**src/rtl/srl_fifo_flags_if.sv**
```systemverilog
// Stream handshake bundle for srl_fifo_flags.
// master: producer/consumer side driving requests; slave: the FIFO itself.
interface srl_fifo_flags_if #(
  parameter int DATA_WIDTH = 32
);
  logic                  if_write_ce;
  logic                  if_write;
  logic [DATA_WIDTH-1:0] if_din;
  logic                  if_full_n;
  logic                  if_read_ce;
  logic                  if_read;
  logic [DATA_WIDTH-1:0] if_dout;
  logic                  if_empty_n;

  modport master (
    output if_write_ce, if_write, if_din, if_read_ce, if_read,
    input  if_full_n, if_dout, if_empty_n
  );

  modport slave (
    input  if_write_ce, if_write, if_din, if_read_ce, if_read,
    output if_full_n, if_dout, if_empty_n
  );
endinterface

```
**src/rtl/srl_fifo_flags.sv**
```systemverilog
// Shift-register stream FIFO with registered full/empty handshake,
// occupancy count and programmable almost-full/almost-empty flags.
// if_dout is first-word-fall-through from the shift array at raddr.
// Optional sticky overflow/underflow error flags: define SRL_FIFO_FLAGS_ERR_EN.
module srl_fifo_flags #(
  parameter int DATA_WIDTH = 32,
  parameter int DEPTH      = 16,
  parameter int ADDR_WIDTH = 4,
  parameter int AF_THRESH  = 14,
  parameter int AE_THRESH  = 1
) (
  input  logic                clk,
  input  logic                reset_n,
  srl_fifo_flags_if.slave     fifo_if,
  output logic [ADDR_WIDTH:0] count,
  output logic                almost_full,
  output logic                almost_empty,
  input  logic                err_clr,
  output logic                overflow_err,
  output logic                underflow_err
);

  localparam logic [ADDR_WIDTH:0]   CNT_ZERO = (ADDR_WIDTH+1)'(0);
  localparam logic [ADDR_WIDTH:0]   CNT_ONE  = (ADDR_WIDTH+1)'(1);
  localparam logic [ADDR_WIDTH:0]   CNT_FULL = (ADDR_WIDTH+1)'(DEPTH);
  localparam logic [ADDR_WIDTH:0]   CNT_AF   = (ADDR_WIDTH+1)'(AF_THRESH);
  localparam logic [ADDR_WIDTH:0]   CNT_AE   = (ADDR_WIDTH+1)'(AE_THRESH);
  localparam logic [ADDR_WIDTH-1:0] ADDR_ONE = ADDR_WIDTH'(1);

  logic [DATA_WIDTH-1:0] mem_r [DEPTH];
  logic [ADDR_WIDTH-1:0] raddr_r;
  logic [ADDR_WIDTH-1:0] raddr_nxt_s;
  logic [ADDR_WIDTH:0]   count_r;
  logic [ADDR_WIDTH:0]   count_nxt_s;
  logic                  full_n_r;
  logic                  empty_n_r;
  logic                  af_r;
  logic                  ae_r;
  logic                  push_s;
  logic                  pop_s;

  // Accepted transfers: requests are masked by ce and the registered handshake.
  always_comb begin
    push_s = fifo_if.if_write & fifo_if.if_write_ce & full_n_r;
    pop_s  = fifo_if.if_read  & fifo_if.if_read_ce  & empty_n_r;
  end

  // Shift array: new data enters slot 0, older entries move up; not reset.
  always_ff @(posedge clk) begin
    if (push_s) begin
      for (int i = DEPTH - 1; i > 0; i--) begin
        mem_r[i] <= mem_r[i-1];
      end
      mem_r[0] <= fifo_if.if_din;
    end
  end

  // Next occupancy and read address; raddr pins at 0 across the empty<->1 edge.
  always_comb begin
    count_nxt_s = count_r;
    raddr_nxt_s = raddr_r;
    case ({push_s, pop_s})
      2'b10: begin
        count_nxt_s = count_r + CNT_ONE;
        if (count_r == CNT_ZERO) begin
          raddr_nxt_s = raddr_r;
        end else begin
          raddr_nxt_s = raddr_r + ADDR_ONE;
        end
      end
      2'b01: begin
        count_nxt_s = count_r - CNT_ONE;
        if (count_r == CNT_ONE) begin
          raddr_nxt_s = raddr_r;
        end else begin
          raddr_nxt_s = raddr_r - ADDR_ONE;
        end
      end
      default: begin
        count_nxt_s = count_r;
        raddr_nxt_s = raddr_r;
      end
    endcase
  end

  // Occupancy, read pointer and flags all registered from the next count.
  always_ff @(posedge clk) begin
    if (!reset_n) begin
      count_r   <= CNT_ZERO;
      raddr_r   <= '0;
      empty_n_r <= 1'b0;
      full_n_r  <= 1'b1;
      af_r      <= 1'b0;
      ae_r      <= 1'b1;
    end else begin
      count_r   <= count_nxt_s;
      raddr_r   <= raddr_nxt_s;
      empty_n_r <= (count_nxt_s != CNT_ZERO);
      full_n_r  <= (count_nxt_s != CNT_FULL);
      af_r      <= (count_nxt_s >= CNT_AF);
      ae_r      <= (count_nxt_s <= CNT_AE);
    end
  end

  assign fifo_if.if_dout    = mem_r[raddr_r];
  assign fifo_if.if_empty_n = empty_n_r;
  assign fifo_if.if_full_n  = full_n_r;
  assign count              = count_r;
  assign almost_full        = af_r;
  assign almost_empty       = ae_r;

`ifdef SRL_FIFO_FLAGS_ERR_EN
  logic ovf_r;
  logic unf_r;
  logic ovf_set_s;
  logic unf_set_s;

  // Error set conditions: a request that the handshake refused.
  always_comb begin
    ovf_set_s = fifo_if.if_write & fifo_if.if_write_ce & ~full_n_r;
    unf_set_s = fifo_if.if_read  & fifo_if.if_read_ce  & ~empty_n_r;
  end

  // Sticky error flags; a new set outranks a simultaneous clear.
  always_ff @(posedge clk) begin
    if (!reset_n) begin
      ovf_r <= 1'b0;
      unf_r <= 1'b0;
    end else begin
      if (ovf_set_s) begin
        ovf_r <= 1'b1;
      end else if (err_clr) begin
        ovf_r <= 1'b0;
      end
      if (unf_set_s) begin
        unf_r <= 1'b1;
      end else if (err_clr) begin
        unf_r <= 1'b0;
      end
    end
  end

  assign overflow_err  = ovf_r;
  assign underflow_err = unf_r;
`else
  logic unused_err_clr_s;
  assign unused_err_clr_s = err_clr;
  assign overflow_err     = 1'b0;
  assign underflow_err    = 1'b0;
`endif

endmodule

```
**src/flat_wrapper.sv**
```systemverilog
// flat-port wrapper written by rule: the top's interface ports become plain ports
module srl_fifo_flags_flat 
#(
  parameter int DATA_WIDTH = 32,
  parameter int DEPTH      = 16,
  parameter int ADDR_WIDTH = 4,
  parameter int AF_THRESH  = 14,
  parameter int AE_THRESH  = 1
)
  (clk, reset_n, count, almost_full, almost_empty, err_clr, overflow_err, underflow_err, fifo_if_if_write_ce, fifo_if_if_write, fifo_if_if_din, fifo_if_if_read_ce, fifo_if_if_read, fifo_if_if_full_n, fifo_if_if_dout, fifo_if_if_empty_n);
  srl_fifo_flags_if #(.DATA_WIDTH(DATA_WIDTH)) fifo_if_i ();
  input  logic clk;
  input  logic reset_n;
  output logic [ADDR_WIDTH:0] count;
  output logic almost_full;
  output logic almost_empty;
  input  logic err_clr;
  output logic overflow_err;
  output logic underflow_err;
  input wire logic [$bits(fifo_if_i.if_write_ce)-1:0] fifo_if_if_write_ce;
  input wire logic [$bits(fifo_if_i.if_write)-1:0] fifo_if_if_write;
  input wire logic [$bits(fifo_if_i.if_din)-1:0] fifo_if_if_din;
  input wire logic [$bits(fifo_if_i.if_read_ce)-1:0] fifo_if_if_read_ce;
  input wire logic [$bits(fifo_if_i.if_read)-1:0] fifo_if_if_read;
  output wire logic [$bits(fifo_if_i.if_full_n)-1:0] fifo_if_if_full_n;
  output wire logic [$bits(fifo_if_i.if_dout)-1:0] fifo_if_if_dout;
  output wire logic [$bits(fifo_if_i.if_empty_n)-1:0] fifo_if_if_empty_n;
  assign fifo_if_i.if_write_ce = fifo_if_if_write_ce;
  assign fifo_if_i.if_write = fifo_if_if_write;
  assign fifo_if_i.if_din = fifo_if_if_din;
  assign fifo_if_i.if_read_ce = fifo_if_if_read_ce;
  assign fifo_if_i.if_read = fifo_if_if_read;
  assign fifo_if_if_full_n = fifo_if_i.if_full_n;
  assign fifo_if_if_dout = fifo_if_i.if_dout;
  assign fifo_if_if_empty_n = fifo_if_i.if_empty_n;
  srl_fifo_flags #(.DATA_WIDTH(DATA_WIDTH), .DEPTH(DEPTH), .ADDR_WIDTH(ADDR_WIDTH), .AF_THRESH(AF_THRESH), .AE_THRESH(AE_THRESH)) u_core (.clk(clk), .reset_n(reset_n), .fifo_if(fifo_if_i), .count(count), .almost_full(almost_full), .almost_empty(almost_empty), .err_clr(err_clr), .overflow_err(overflow_err), .underflow_err(underflow_err));
endmodule
```
**config.mk**
```make
export PLATFORM = sky130hd
export DESIGN_NAME = srl_fifo_flags_flat
export DESIGN_NICKNAME = d
export VERILOG_FILES = /design/src/rtl/srl_fifo_flags_if.sv /design/src/rtl/srl_fifo_flags.sv /design/src/flat_wrapper.sv
export SDC_FILE = /design/constraint.sdc
export NUM_CORES = 1
export LEC_CHECK = 0
export ABC_AREA = 1
export BUFFER_PORTS_ARGS = -buffer_cell sky130_fd_sc_hd__buf_2
export CORE_UTILIZATION = 60
export CTS_BUF_LIST = sky130_fd_sc_hd__clkbuf_16
export DETAILED_ROUTE_END_ITERATION = 10
export GPL_TIMING_DRIVEN = 0
export PLACE_DENSITY = 0.86
export SLEW_MARGIN = 20
export SYNTH_ARGS = -nofsm -noshare
export SYNTH_HDL_FRONTEND = slang
export SYNTH_SLANG_ARGS = --single-unit
```
**constraint.sdc**
```tcl
create_clock -name clk -period 44.6 [get_ports clk]
set_input_delay 8.92 -clock clk [delete_from_list [all_inputs] [get_ports clk]]
set_output_delay 8.92 -clock clk [all_outputs]
set_load 0.005 [all_outputs]
```
==> results of run 1 <==
state kept, by name, indices dropped and copies added, names as in the netlist, named ones only:
register                   cells
u_core.almost_empty            1
u_core.almost_full             1
u_core.count                   5
u_core.fifo_if.if_empty_n      1
u_core.fifo_if.if_full_n       1
u_core.mem_r                 512
u_core.raddr_r                 4
power breakdown:
part	leakage, nW	switching, mW	internal (mW)	total (mW)
combinational	2.17	0.139	0.0545	0.193
clock	0.819	0.186	0.234	0.420
sequential	4.94	0.0159	0.578	0.593
total	7.93	0.340	0.866	1.21
layout make-up:
type | count | area, um2
multi-input cells | 950 | 4604
fillers | 2117 | 10310
repair buffers | 82 | 500.5
clock buffers | 52 | 1301
plain buffers | 109 | 480.5
clock inverters | 42 | 301.5
well taps | 448 | 560.5
flip-flops and latches | 529 | 15720
inverters | 22 | 90.09
final timing paths:
kind,end,slack (ps)
hold reg to reg,u_core.mem_r[15][21],440
hold / removal,u_core.mem_r[15][21],440
setup / recovery,fifo_if_if_dout[31],32370
setup reg to reg,u_core.mem_r[14][10],42130
logic make-up after synthesis:
group	share of synthesized area (%)
fa+ha+maj	0.5753
compound gates	11.94
flops	75.27
other cells	0.01796
xor+xnor	0.1259
simple gates	9.373
buf+inv	2.697
metrics by stage:
stage	utilization [%]	total power [mW]	instances	worst slack (ps)
3_3_place_gp	64.47	0.7925	2136	19950
6_report	69.55	1.206	2234	32370
5_1_grt	69.55	1.236	2234	32450
4_1_cts	69.55	1.198	2234	32570
2_1_floorplan	-	0.7171	1610	23600
3_5_place_dp	64.81	0.7861	2140	33230
cells in the mapped netlist (all sizes together), types with 2 or more instances:
cell and count:
clkbuf 49, ha 8, dfxtp 17, nand2 59, xnor2 2, o211ai 129, o21ai 295, buf 60
inv 22, edfxtp 512, nand3 49, nand4 3, nor2 392, a21oi 7
routing by layer:
metal	up-vias	share of wire [%]	global-route usage, %
met3	211	15	9.685
met5	-	0.016	0
met4	2	5.4	15.51
met2	1277	46	48.12
li1	6184	-	-
met1	7065	34	39.73
==> metrics.cfg, run 1 <==
[global_routing]
grt_pass1_wl_um=83040
overflow=0
grt_pass1_vias=14410
antenna_found_initial=1
grt_usage_pct=31.00
grt_max_degree=117

[critical_path]
cp_cell_sequence=clkbuf_1 > buf_2 > nor2_1 > o21ai_0 > o21ai_1 > o211ai_1 > nand2_1 > buf_2
crit_path_end_kind=output pin
cp_top_family=buffers and inverters
path_common_cell=buf_2
crit_fanout=10
r2r_cells=4
slowest_delay_ps=620
rr_startpoint=u_core.fifo_if.if_full_n
worst_path_max_delay_cell=clkbuf_1
worstPathArrival_ps=3310
cp.depth=8
start_kind=register
worst-path-buf-inv=3
worstSetupPathType=reg2out
cp.required_ps=35680

[finish]
area_delta_synth_final_pct=12.81
fin_area_um2=23550
drive_gt1_share_pct=10.75
final_cell_mix=edfxtp_1, nor2_1, o21ai_0
fin_nets=1793
final_common_cell=edfxtp_1
diodes=0

[power]
vdd_drop_max_mv=0.04826
p_leak_nw=7.925
power.density_nw_per_um2=51.22

[place]
hpwl_um=35390
io_buffers=78
gp_congestion=0.9173
post_dp_cell_area_um2=21950

[yosys]
seq_area_frac_synth_pct=75.27
synthArstFlopShare_pct=0
synth_top_area_cell=edfxtp_1
synth_edf_count=512
avgSynthCellArea_um2=12.98
synth_top_area_share_pct=73.64
ys_warn_count=0
syn_area_um2=20880
ys_types=24
synthFlopType=edfxtp_1
ys_ff_latch=529
syn-instance-count=1609
synth.area.top_cells=edfxtp_1, nor2_1, o211ai_1

[clocking]
cts_tree=built
cts_buffer_depth=3
cts.clk_slew.worst_paths_ps=60
clock-sinks=529
ctsHoldBuffers=0
ctsResizeCount=0
postCtsSetupRepairBufs=0
clk_latency_ps=580
h-tree-depth=2
cts-root-buf=clkbuf_16
numCtsBuffers=51

[floorplanning]
initial_core_util_pct=61.65
die_y_um=188.5
fp-row-count=67
io_pins=82
die_x_um=188.5
core_area_um2=33870
design.die.area_um2=35550

[drt]
initialDrtViolationCount=2533
vias_per_cell=6.598
drtPass1Iterations=8
num_vias=14740
drtAntennaViolNets=0
remaining_drc_errors=0
routedWlPerCell_um=24.88
drt_wl_total_um=55590

[sta]
fin_crit_ps=12230
fin_crit_sh_pct=27.43
fin_setup_tns_ps=0
clock-skew-final_ps=24.99
relSlewSlack_pct=32.99
hold_viol_final=0
setup_violations=0
fmax_mhz=81.74
tightest_slew_ps=1005
fin_worst_hold_slack_ps=435.1
slew_violations=0
rsz0062_at_grt=no

[run]
cap_violations=0

[outcome]
status=complete, no violations

[worst_hold_path]
worstHoldStart=u_core.mem_r[14][21]
hold_class=reg2reg
holdPathStages=0

Note: power is estimated with default switching activity, not from simulation.
==> inputs of run 2 (changes only) <==
==> constraint.sdc (replaced) <==
create_clock -name clk -period 12.2 [get_ports clk]
set_input_delay 2.44 -clock clk [delete_from_list [all_inputs] [get_ports clk]]
set_output_delay 2.44 -clock clk [all_outputs]
set_load 0.005 [all_outputs]
==> run 2 against run 1 <==
  * Total power rose to 3.6 times the previous value
  * Highest routed layer unchanged
  * Critical endpoint is now fifo_if_if_dout[5]
  * Sequential cell count unchanged
  * Wire length up 3.4%
  * Clock-buffer cell count down 1
  * Final area up 0.61%
  * Worst hold slack worse by 3.4 ps
  * Cell count up 0.27%
  * Register-to-register slack worse by 32000 ps
==> metrics.cfg, run 2 (synthesis results as in run 1) <==
[run]
cap_violations=0

[clocking]
numCtsBuffers=51
clk_latency_ps=590
ctsResizeCount=0
cts_buffer_depth=3
clock-sinks=529
ctsHoldBuffers=0
cts_tree=built
postCtsSetupRepairBufs=0
h-tree-depth=2
cts-root-buf=clkbuf_16
cts.clk_slew.worst_paths_ps=60

[power]
p_leak_nw=7.976
p_sw_share_pct=28.65
power.density_nw_per_um2=184.5
clockPowerShare_pct=33.8
internal-power_mw=3.119
power_frac_seq_pct=49.6
vdd_drop_max_mv=0.1416
switching_power_mw=1.252
power_frac_comb_pct=16.6

[critical_path]
cp_cell_sequence=clkbuf_1 > clkbuf_1 > nor2_1 > o21ai_1 > o211ai_1 > o211ai_1 > nand2_1 > buf_2
slowest_delay_ps=630
r2r-end=u_core.mem_r[12][7]
start_kind=register
r2r_slack_ps=9810
cp.required_ps=9760
worst_path_max_delay_cell=clkbuf_1
rr_startpoint=u_core.fifo_if.if_full_n
r2r_cells=6
worst-path-buf-inv=3
worstSetupPathType=reg2out
cp-endpoint=fifo_if_if_dout[5]
cp.depth=8
worstPathArrival_ps=3440
crit_path_end_kind=output pin
crit_fanout=10
cp_top_family=buffers and inverters

[finish]
fin_area_um2=23700
final_common_cell=edfxtp_1
top_register=u_core.mem_r
drive_gt1_share_pct=11.10
diodes=0
area_delta_synth_final_pct=13.50
largest_reg_flops=512
fin_nets=1805
final_cell_mix=edfxtp_1, nor2_1, o21ai_0

[sta]
hold_viol_final=0
setup_violations=0
fin_crit_ps=5880
fmax_mhz=170.1
relSlewSlack_pct=25.82
tightest_slew_ps=1113
slew_violations=0
fin_crit_sh_pct=48.20
timing.final.ws_setup_ps=6320
rsz0062_at_grt=no
clock-skew-final_ps=26.23

[place]
pre_cts_slack_ps=7331
post_dp_cell_area_um2=22190
gp_congestion=0.9397
io_buffers=78
hpwl_um=36980

[drt]
initialDrtViolationCount=2382
drtAntennaViolNets=0
drt_wl_total_um=57470
drtPass1Iterations=6
remaining_drc_errors=0
vias_per_cell=6.676
num_vias=14960
routedWlPerCell_um=25.66

[floorplanning]
die_x_um=188.5
die_y_um=188.5
core_area_um2=33870
design.die.area_um2=35550
fp-row-count=67
initial_core_util_pct=61.65
io_pins=82

[global_routing]
grt_pass1_vias=14960
overflow=0
grt_usage_pct=32.31
antenna_found_initial=1
grt_max_degree=39
grt_pass1_wl_um=85500

[outcome]
status=complete, no violations

[worst_hold_path]
hold_class=reg2reg

[run 2: cell types whose count changed in the layout (fill, tap and decap cells not counted)]
cell and change:
clkbuf_16 -1, clkinv_4 -1, clkinv_8 +1, inv_8 -1
clkinv_2 -1, buf_12 +12, inv_1 -1, bufinv_16 -2
[run 2: power by group through the flow]
stage / Combinational, mW / Clock (mW) / Sequential (mW)
2_1_floorplan: 0.394 / 0 / 2.21
3_3_place_gp: 0.637 / 0 / 2.24
3_5_place_dp: 0.690 / 0 / 2.20
4_1_cts: 0.702 / 1.47 / 2.17
5_1_grt: 0.765 / 1.54 / 2.18
6_report: 0.724 / 1.48 / 2.17
[run 2: area by class of cell]
class	count	area (um2)
Clock inverter	37	232.7
Timing Repair Buffer	94	740.7
Tap cell	448	560.5
Fill cell	2131	10170
Buffer	109	480.5
Sequential cell	529	15720
Inverter	22	86.33
Multi-Input combinational cell	950	4604
Clock buffer	51	1276
[run 2: routing by layer]
metal	up-vias	track usage [%]	share of wire, %
li1	6211	-	-
met2	1346	50.88	46
met5	-	0	0.019
met1	7143	40.81	33
met4	2	17.00	5.4
met3	253	9.480	15
[run 2: how the worst min path moves through the flow]
stage,from,to,cells past startpoint
floorplan,u_core.mem_r[10][0],u_core.mem_r[11][0],0
CTS,u_core.mem_r[12][4],u_core.mem_r[13][4],0
finish,u_core.mem_r[2][23],u_core.mem_r[3][23],0
global placement,u_core.mem_r[10][2],u_core.mem_r[11][2],0
global route,u_core.mem_r[12][4],u_core.mem_r[13][4],0
detailed placement,u_core.mem_r[10][4],u_core.mem_r[11][4],0
[run 2: per-stage QoR]
stage	setup TNS, ps	power, mW	hold WS (ps)	utilization (%)	instances
finish	0	4.371	431.7	69.97	2240
global route	0	4.478	437.4	69.97	2240
CTS	0	4.341	438.7	69.97	2240
detailed placement	0	2.891	429.2	65.51	2152
global placement	-690900	2.877	423.0	64.48	2136
floorplan	0	2.605	420.7	-	1610
[run 2: worst reg2reg max path, stage by stage (launching register included)]
cell,delay [ps]
dfxtp_1,330
nand3_1,130
clkinvlp_4,480
buf_12,290
buf_12,250
buf_12,270
buf_12,290
